===== src/rtl/sobel_window_gen.sv =====
// Raster-scan 3x3 window generator for a Sobel core: two line buffers feed a
// 3x3 shift register, and a registered copy of each valid window drives the outputs.
module sobel_window_gen #(
   parameter int PIXEL_WIDTH = 8,
   parameter int IMG_WIDTH   = 32,
   parameter int IMG_HEIGHT  = 32
) (
   input  logic                   clk_i,
   input  logic                   nreset_i,
   input  logic                   in_valid_i,
   input  logic [PIXEL_WIDTH-1:0] in_pixel_i,
   input  logic                   sof_i,
   output logic [PIXEL_WIDTH-1:0] matrix_pixels_o0,
   output logic [PIXEL_WIDTH-1:0] matrix_pixels_o1,
   output logic [PIXEL_WIDTH-1:0] matrix_pixels_o2,
   output logic [PIXEL_WIDTH-1:0] matrix_pixels_o3,
   output logic [PIXEL_WIDTH-1:0] matrix_pixels_o4,
   output logic [PIXEL_WIDTH-1:0] matrix_pixels_o5,
   output logic [PIXEL_WIDTH-1:0] matrix_pixels_o6,
   output logic [PIXEL_WIDTH-1:0] matrix_pixels_o7,
   output logic [PIXEL_WIDTH-1:0] matrix_pixels_o8,
   output logic                   window_valid_o,
   output logic                   frame_done_o
);

   localparam int COL_W = $clog2(IMG_WIDTH);
   localparam int ROW_W = $clog2(IMG_HEIGHT);
   localparam logic [COL_W-1:0] COL_LAST = COL_W'(IMG_WIDTH - 1);
   localparam logic [ROW_W-1:0] ROW_LAST = ROW_W'(IMG_HEIGHT - 1);
   localparam logic [COL_W-1:0] COL_TWO  = COL_W'(2);
   localparam logic [ROW_W-1:0] ROW_ONE  = ROW_W'(1);

   typedef enum logic {FILL, ACTIVE} state_t;

   state_t                 state_reg;
   logic [COL_W-1:0]       col_reg;
   logic [ROW_W-1:0]       row_reg;
   logic                   valid_reg;
   logic                   done_reg;

   logic [PIXEL_WIDTH-1:0] lb_top [IMG_WIDTH];
   logic [PIXEL_WIDTH-1:0] lb_mid [IMG_WIDTH];
   logic [PIXEL_WIDTH-1:0] shift_reg  [9];
   logic [PIXEL_WIDTH-1:0] shift_next [9];
   logic [PIXEL_WIDTH-1:0] window_reg [9];
   logic [PIXEL_WIDTH-1:0] new_col    [3];

   logic                   restart;
   logic                   window_hit;
   logic [COL_W-1:0]       addr;

   // A start-of-frame pixel is always column 0, whatever the counters say.
   assign restart    = in_valid_i & sof_i;
   assign addr       = restart ? '0 : col_reg;
   assign window_hit = in_valid_i && !sof_i && (state_reg == ACTIVE) && (col_reg >= COL_TWO);

   // Buffers are read combinationally so the window is ready one edge after the pixel.
   assign new_col[0] = lb_top[addr];
   assign new_col[1] = lb_mid[addr];
   assign new_col[2] = in_pixel_i;

   for (genvar gi = 0; gi < 3; gi++) begin : g_shift
      assign shift_next[3*gi]     = shift_reg[3*gi+1];
      assign shift_next[3*gi + 1] = shift_reg[3*gi+2];
      assign shift_next[3*gi + 2] = new_col[gi];
   end

   always_ff @(posedge clk_i) begin
      if (in_valid_i) begin
         lb_top[addr] <= lb_mid[addr];
         lb_mid[addr] <= in_pixel_i;
      end
   end

   always_ff @(posedge clk_i) begin
      if (!nreset_i) begin
         state_reg <= FILL;
         col_reg   <= '0;
         row_reg   <= '0;
         valid_reg <= 1'b0;
         done_reg  <= 1'b0;
         for (int i = 0; i < 9; i++) begin
            shift_reg[i]  <= '0;
            window_reg[i] <= '0;
         end
      end else begin
         done_reg  <= 1'b0;
         valid_reg <= window_hit;
         if (window_hit) begin
            for (int i = 0; i < 9; i++) window_reg[i] <= shift_next[i];
         end
         if (in_valid_i) begin
            for (int i = 0; i < 9; i++) shift_reg[i] <= shift_next[i];
            if (sof_i) begin
               state_reg <= FILL;
               col_reg   <= COL_W'(1);
               row_reg   <= '0;
            end else if (col_reg == COL_LAST) begin
               col_reg <= '0;
               if (row_reg == ROW_LAST) begin
                  row_reg   <= '0;
                  state_reg <= FILL;
                  done_reg  <= 1'b1;
               end else begin
                  row_reg <= row_reg + ROW_W'(1);
                  if (row_reg == ROW_ONE) state_reg <= ACTIVE;
               end
            end else begin
               col_reg <= col_reg + COL_W'(1);
            end
         end
      end
   end

   assign matrix_pixels_o0 = window_reg[0];
   assign matrix_pixels_o1 = window_reg[1];
   assign matrix_pixels_o2 = window_reg[2];
   assign matrix_pixels_o3 = window_reg[3];
   assign matrix_pixels_o4 = window_reg[4];
   assign matrix_pixels_o5 = window_reg[5];
   assign matrix_pixels_o6 = window_reg[6];
   assign matrix_pixels_o7 = window_reg[7];
   assign matrix_pixels_o8 = window_reg[8];
   assign window_valid_o   = valid_reg;
   assign frame_done_o     = done_reg;

endmodule


===== config.mk =====
export PLATFORM = sky130hd
export DESIGN_NAME = sobel_window_gen
export DESIGN_NICKNAME = d
export VERILOG_FILES = /design/src/rtl/sobel_window_gen.sv
export SDC_FILE = /design/constraint.sdc
export NUM_CORES = 1
export LEC_CHECK = 0
export ABC_AREA = 1
export CORE_UTILIZATION = 35
export DETAILED_ROUTE_END_ITERATION = 6
export PLACE_DENSITY_LB_ADDON = 0.1
export SLEW_MARGIN = 10
export SYNTH_ARGS = -nofsm -noshare
export SYNTH_HDL_FRONTEND = slang
export SYNTH_SLANG_ARGS = --single-unit

===== constraint.sdc =====
create_clock -name clk_i -period 4.9 [get_ports clk_i]
set_clock_uncertainty 0.05 [all_clocks]
set_input_delay 0.735 -clock clk_i [delete_from_list [all_inputs] [get_ports clk_i]]
set_output_delay 0.735 -clock clk_i [all_outputs]
set_load 0.005 [all_outputs]

**Yosys cells after proc, flatten, opt, wreduce, memory -nomap -nowiden**

Memories as Yosys holds them, arrays and structs flattened.
Cells that the tools add are included.

- Bits in registers: 13
- Memory bits (writable): 656
- Input bits: 12
- Output and inout bits: 74
- Logic and storage cells: 83
- Memories: 4

- $add $sub $neg: 2
- Magnitude comparators: 1
- Eq/ne operators: 3
- Mux-type cells: 37
- Bitwise logic cells: 22
- Reductions and logical operators: 9

Memories:

| name | depth | width | rd ports | clocked after memory_dff | wr ports | line | text |
|---|---|---|---|---|---|---|---|
| lb_mid | 32 | 8 | 1 | 0 | 1 | 42 | `logic [PIXEL_WIDTH-1:0] lb_mid [IMG_WIDTH];` |
| lb_top | 32 | 8 | 1 | 0 | 1 | 41 | `logic [PIXEL_WIDTH-1:0] lb_top [IMG_WIDTH];` |
| shift_reg | 9 | 8 | 6 | 0 | 9 | 43 | `logic [PIXEL_WIDTH-1:0] shift_reg [9];` |
| window_reg | 9 | 8 | 9 | 0 | 9 | 45 | `logic [PIXEL_WIDTH-1:0] window_reg [9];` |

Operators with widths:

| cell | number |
|---|---|
| two-way mux 8 bit | 18 |
| two-way mux 5 bit | 6 |
| OR 1 bit | 18 |
| two-way mux 1 bit | 13 |
| adder 5 x 1 -> 5 bit (second input constant) | 2 |
| == test 5 bit (second input constant) | 2 |
| == test 5 x 1 -> 1 bit (second input constant) | 1 |
| >= comparator 5 x 2 -> 1 bit (second input constant) | 1 |
| OR reduction 4 bit | 1 |
| logical AND 1 bit | 3 |
| NOT 1 bit | 3 |
| AND reduction 3 bit | 1 |
| nonzero test 3 bit | 1 |
| AND reduction 2 bit | 1 |
| nonzero test 2 bit | 1 |
| bitwise AND 1 bit | 1 |
| zero test 1 bit | 1 |

**Logic depth before layout (Yosys ltp)**

- Depth in word-level cells: 8
- Depth in mapped cells: 14
- Gate-level depth less buffers: 12

**Least setup slack after synthesis**

No wires, ideal clock.

- Path type: input to register
- From: input in_valid_i
- To: memory window_reg[0][0] (enable)
- Setup time: 0.432 ns
- Data arrival time: 2.876 ns
- Data required time: 4.418 ns
- Slack: 1.542 ns
- Stages on the path: 5
- Buffers on the path: 1
- Cell sequence: buf_2 > inv_1 > nor2_1 > nand3_1 > nand2_1

RTL lines:

| what | line | text |
|---|---|---|
| from (decl) | 10 | `input logic in_valid_i,` |
| to (decl) | 45 |  |

==> metrics list <==
* Syn Inst Count: 2165
- The first global-routing pass estimated 107000 um of wire.
* Leakage power total: 11.5 nW
* Worst hold margin: 0.455 ns
* DRT antenna net count: 0
- Worst-skew pair later-pin latency: 0.62 ns
- Number of max-slew violations in the final report: 0
* Via count of the first global-routing pass: 15513
- Transition time of the tightest slew-check pin: 1.11 ns
- In this run the cell area measured after placement is 28000 sq um.
- For this run the aggregate overflow at the end of global routing stands at 0.
* Total of fill cells in the finished design: 6825
- Yosys Warn Count: 0
- Top-level port count: 86
- Clock tree synthesis selected as its root buffer the cell clkbuf_16.
- Floorplan die height: 272 um
- For this design, the CTS-stage hold fixing added 0 buffers.
- Busiest grt layer: met2
- Minimum clock period: 3.89 ns
- For this run, the total global-route usage over all layers was measured as 0.200.
* Ratio of total power to cell area: 399 nW/um^2
- Hold-critical path depth: 2
- Clock tree synthesis found a total of 645 sinks.
- Number of antenna violations at the first check in global routing: 1
* Vias per inst: 4.78
- Max-cap violations in this run came to 0.
- For this block, the via count after detailed routing is 15992.
* Total setup buffers inserted after CTS: 0
* Hold endpoint: state_reg
- DP HPWL: 46000 um
* Reg-to-reg setup timing slack: 1.01 ns
- The number of cells on the worst reg-to-reg path is 11.
* Number of buffers on the longest clock path: 3
* Arrival time at the worst endpoint: 4.09 ns
- Summed over all layers, the routed wires come to 73700 um.
- Cell total after placement: 3222
- Pin count of the biggest net entering global routing: 73
- The net count of the finished layout is 2364.
- Met3 Resource Use GR: 0.0326
- Port buffering added 85 buffers.
- Sum of internal, switching and leakage power: 12.0 mW
* Total count of hold-check failures in the final report: 0
- Yosys cell types: 32
- The critical path is of the flip-flop to flip-flop type.
- Worst flop-to-flop path startpoint: col_reg[0]
* Final standard cell utilization of the core: 0.421
- The run finished with clean final reports.
- The total area inside the core boundary comes to 71900 sq um.
- Setup repair after global routing left no endpoint under its margin.
- The number of nets in the synthesized netlist is 2183.
* Maximum fanout encountered on the critical timing path: 32
- In the global route stage, met1 resource usage came out at 0.282.
* Routed wire length per instance: 22.1 um
- In this run the most critical hold path is launched from state_reg.
* Synthesis-stage register bit count: 645
- Once layout is done, the placed cells without fillers occupy 30200 sq um.
- Largest vdd supply drop: 219 uV
- In the final timing run, aggregate negative setup slack is 0 ns.
- Count of H-tree levels built during CTS: 3
- TritonCTS clock tree: yes
- Standard-cell rows: 98
- Antenna Diode Count: 0
* Worst path required time: 5.09 ns
- Number of cells in the finished layout apart from fillers: 3343
* Final Worst Setup Slack: 1.01 ns
* Initial core utilization: 0.355
* Startpoint kind of the worst setup timing path: flip-flop
* DR pass1 iterations: 6
* Post-Place Worst Slack: 0.657 ns
- DRC violation count after routing: 0
- The endpoint identified for the worst register-to-register timing path is lb_top[22][7].
* Post-synthesis sequential area ratio: 0.754
* Share of the clock period used by the worst path after layout: 0.795
- Clock-pin slew was measured on the worst setup and hold paths at 0.06 ns.
- Of the cells placed in the final design, the portion with a size suffix greater than 1 is 0.0911.
- After synthesis the cells add up to 25500 sq um.
- The detailed router finished its first iteration with 1464 violations.
* Die boundary width: 272 um
* Clock buffers created by TritonCTS: 72
* Relative slew margins: 0.256
- The worst setup path is captured at a flip-flop.
* Growth of design area from synthesis to finish: 18.5%
* Post-cts gate resize count: 0
- Worst hold path class: flip-flop to flip-flop
- Die outline area: 74000 sq um
- In the global route stage, met2 resource usage came out at 0.313.
- Average cell area after synthesis: 11.8 sq um
- Final RePlAce weighted congestion: 0.836
* Final-report setup violation count: 0
- Fmax achieved: 0.257 GHz
==> layout make-up <==
cell class	instances	area (sq um)	area share
sequential	645	19200	0.636
multi-input combinational	1240	5160	0.171
clock buffer	96	1990	0.0657
timing repair buffer	189	1700	0.0563
tap	950	1190	0.0393
inverter	198	744	0.0246
clock inverter	25	210	0.00695
==> per-layer routing <==
| metal | wire length, um | share of wire |
|---|---|---|
| met3 | 4200 | 0.057 |
| met4 | 1960 | 0.027 |
| met2 | 33700 | 0.46 |
| met5 | 0 | 0 |
| met1 | 33900 | 0.46 |
==> power breakdown <==
group	switching, mW	total [mW]	internal, mW
Combinational	0.519	0.693	0.174
Clock	2.15	5.14	2.99
Sequential	0.0275	6.21	6.19
==> how the worst max path moves through the flow <==
stage	start	endpoint	slack [ns]	depth (start not counted)
after global placement	sof_i	lb_top[1][4]	0.68	12
after CTS	col_reg[0]	lb_top[0][4]	0.94	10
after detailed placement	sof_i	lb_top[1][4]	0.66	12
after global routing	col_reg[0]	lb_top[21][7]	0.78	11
after floorplan	in_valid_i	window_reg[0][0]	1.54	5
final	col_reg[0]	lb_top[22][7]	1.01	11
==> worst max-delay path: stages (launching register included) <==
cell and delay [ns]:
dfxtp_1 1.01, nand2_1 0.24, nor2_4 0.65, buf_12 0.21
nand2_1 0.05, nand2_1 0.06, nor2_1 0.04, nand2_1 0.05
nand3_1 0.16, nand2_1 0.12, nor2_1 0.06, inv_1 0.80
==> cell families after synthesis <==
| kind of cell | share of synthesized area |
|---|---|
| flops | 0.754 |
| fa+ha+maj | 0.00294 |
| buf+inv | 0.0447 |
| compound gates | 0.0209 |
| simple gates | 0.178 |
==> layout by cell type (no fill, tap or decap), types with 2 or more instances in the layout <==
cell type / count
nand3_1: 62
nand2_4: 2
o21ai_0: 19
clkinv_2: 10
nand4_1: 55
buf_4: 98
nand2_1: 705
o21a_1: 7
edfxtp_1: 632
o21ai_1: 14
nor4_1: 2
nor3_1: 4
ha_1: 6
clkinv_1: 11
nor2_2: 3
inv_1: 188
dfxtp_1: 13
clkbuf_1: 19
bufinv_16: 3
a21oi_1: 53
inv_2: 7
o32ai_1: 2
nand3_2: 3
nor2_1: 294
clkbuf_16: 76
clkdlybuf4s50_1: 84
buf_12: 6
nand2_2: 2
==> cell usage after synthesis, drive strengths merged <==
master    n  area (sq um)
a21oi    53           265
a221oi    1          8.76
a41oi     1          8.76
and2      2          12.5
buf      56           299
clkbuf   26          97.6
clkinv    2          7.51
dfxtp    13           260
edfxtp  632         19000
ha        6          75.1
inv     196           736
nand2   709          2670
nand3    65           340
nand4    55           344
nor2    298          1130
nor3      4          20.0
nor4      2          12.5
o211ai    1          7.51
o21a      7          52.6
o21ai    34           174
o32ai     2          17.5
Note: power is estimated with default switching activity, not from simulation.
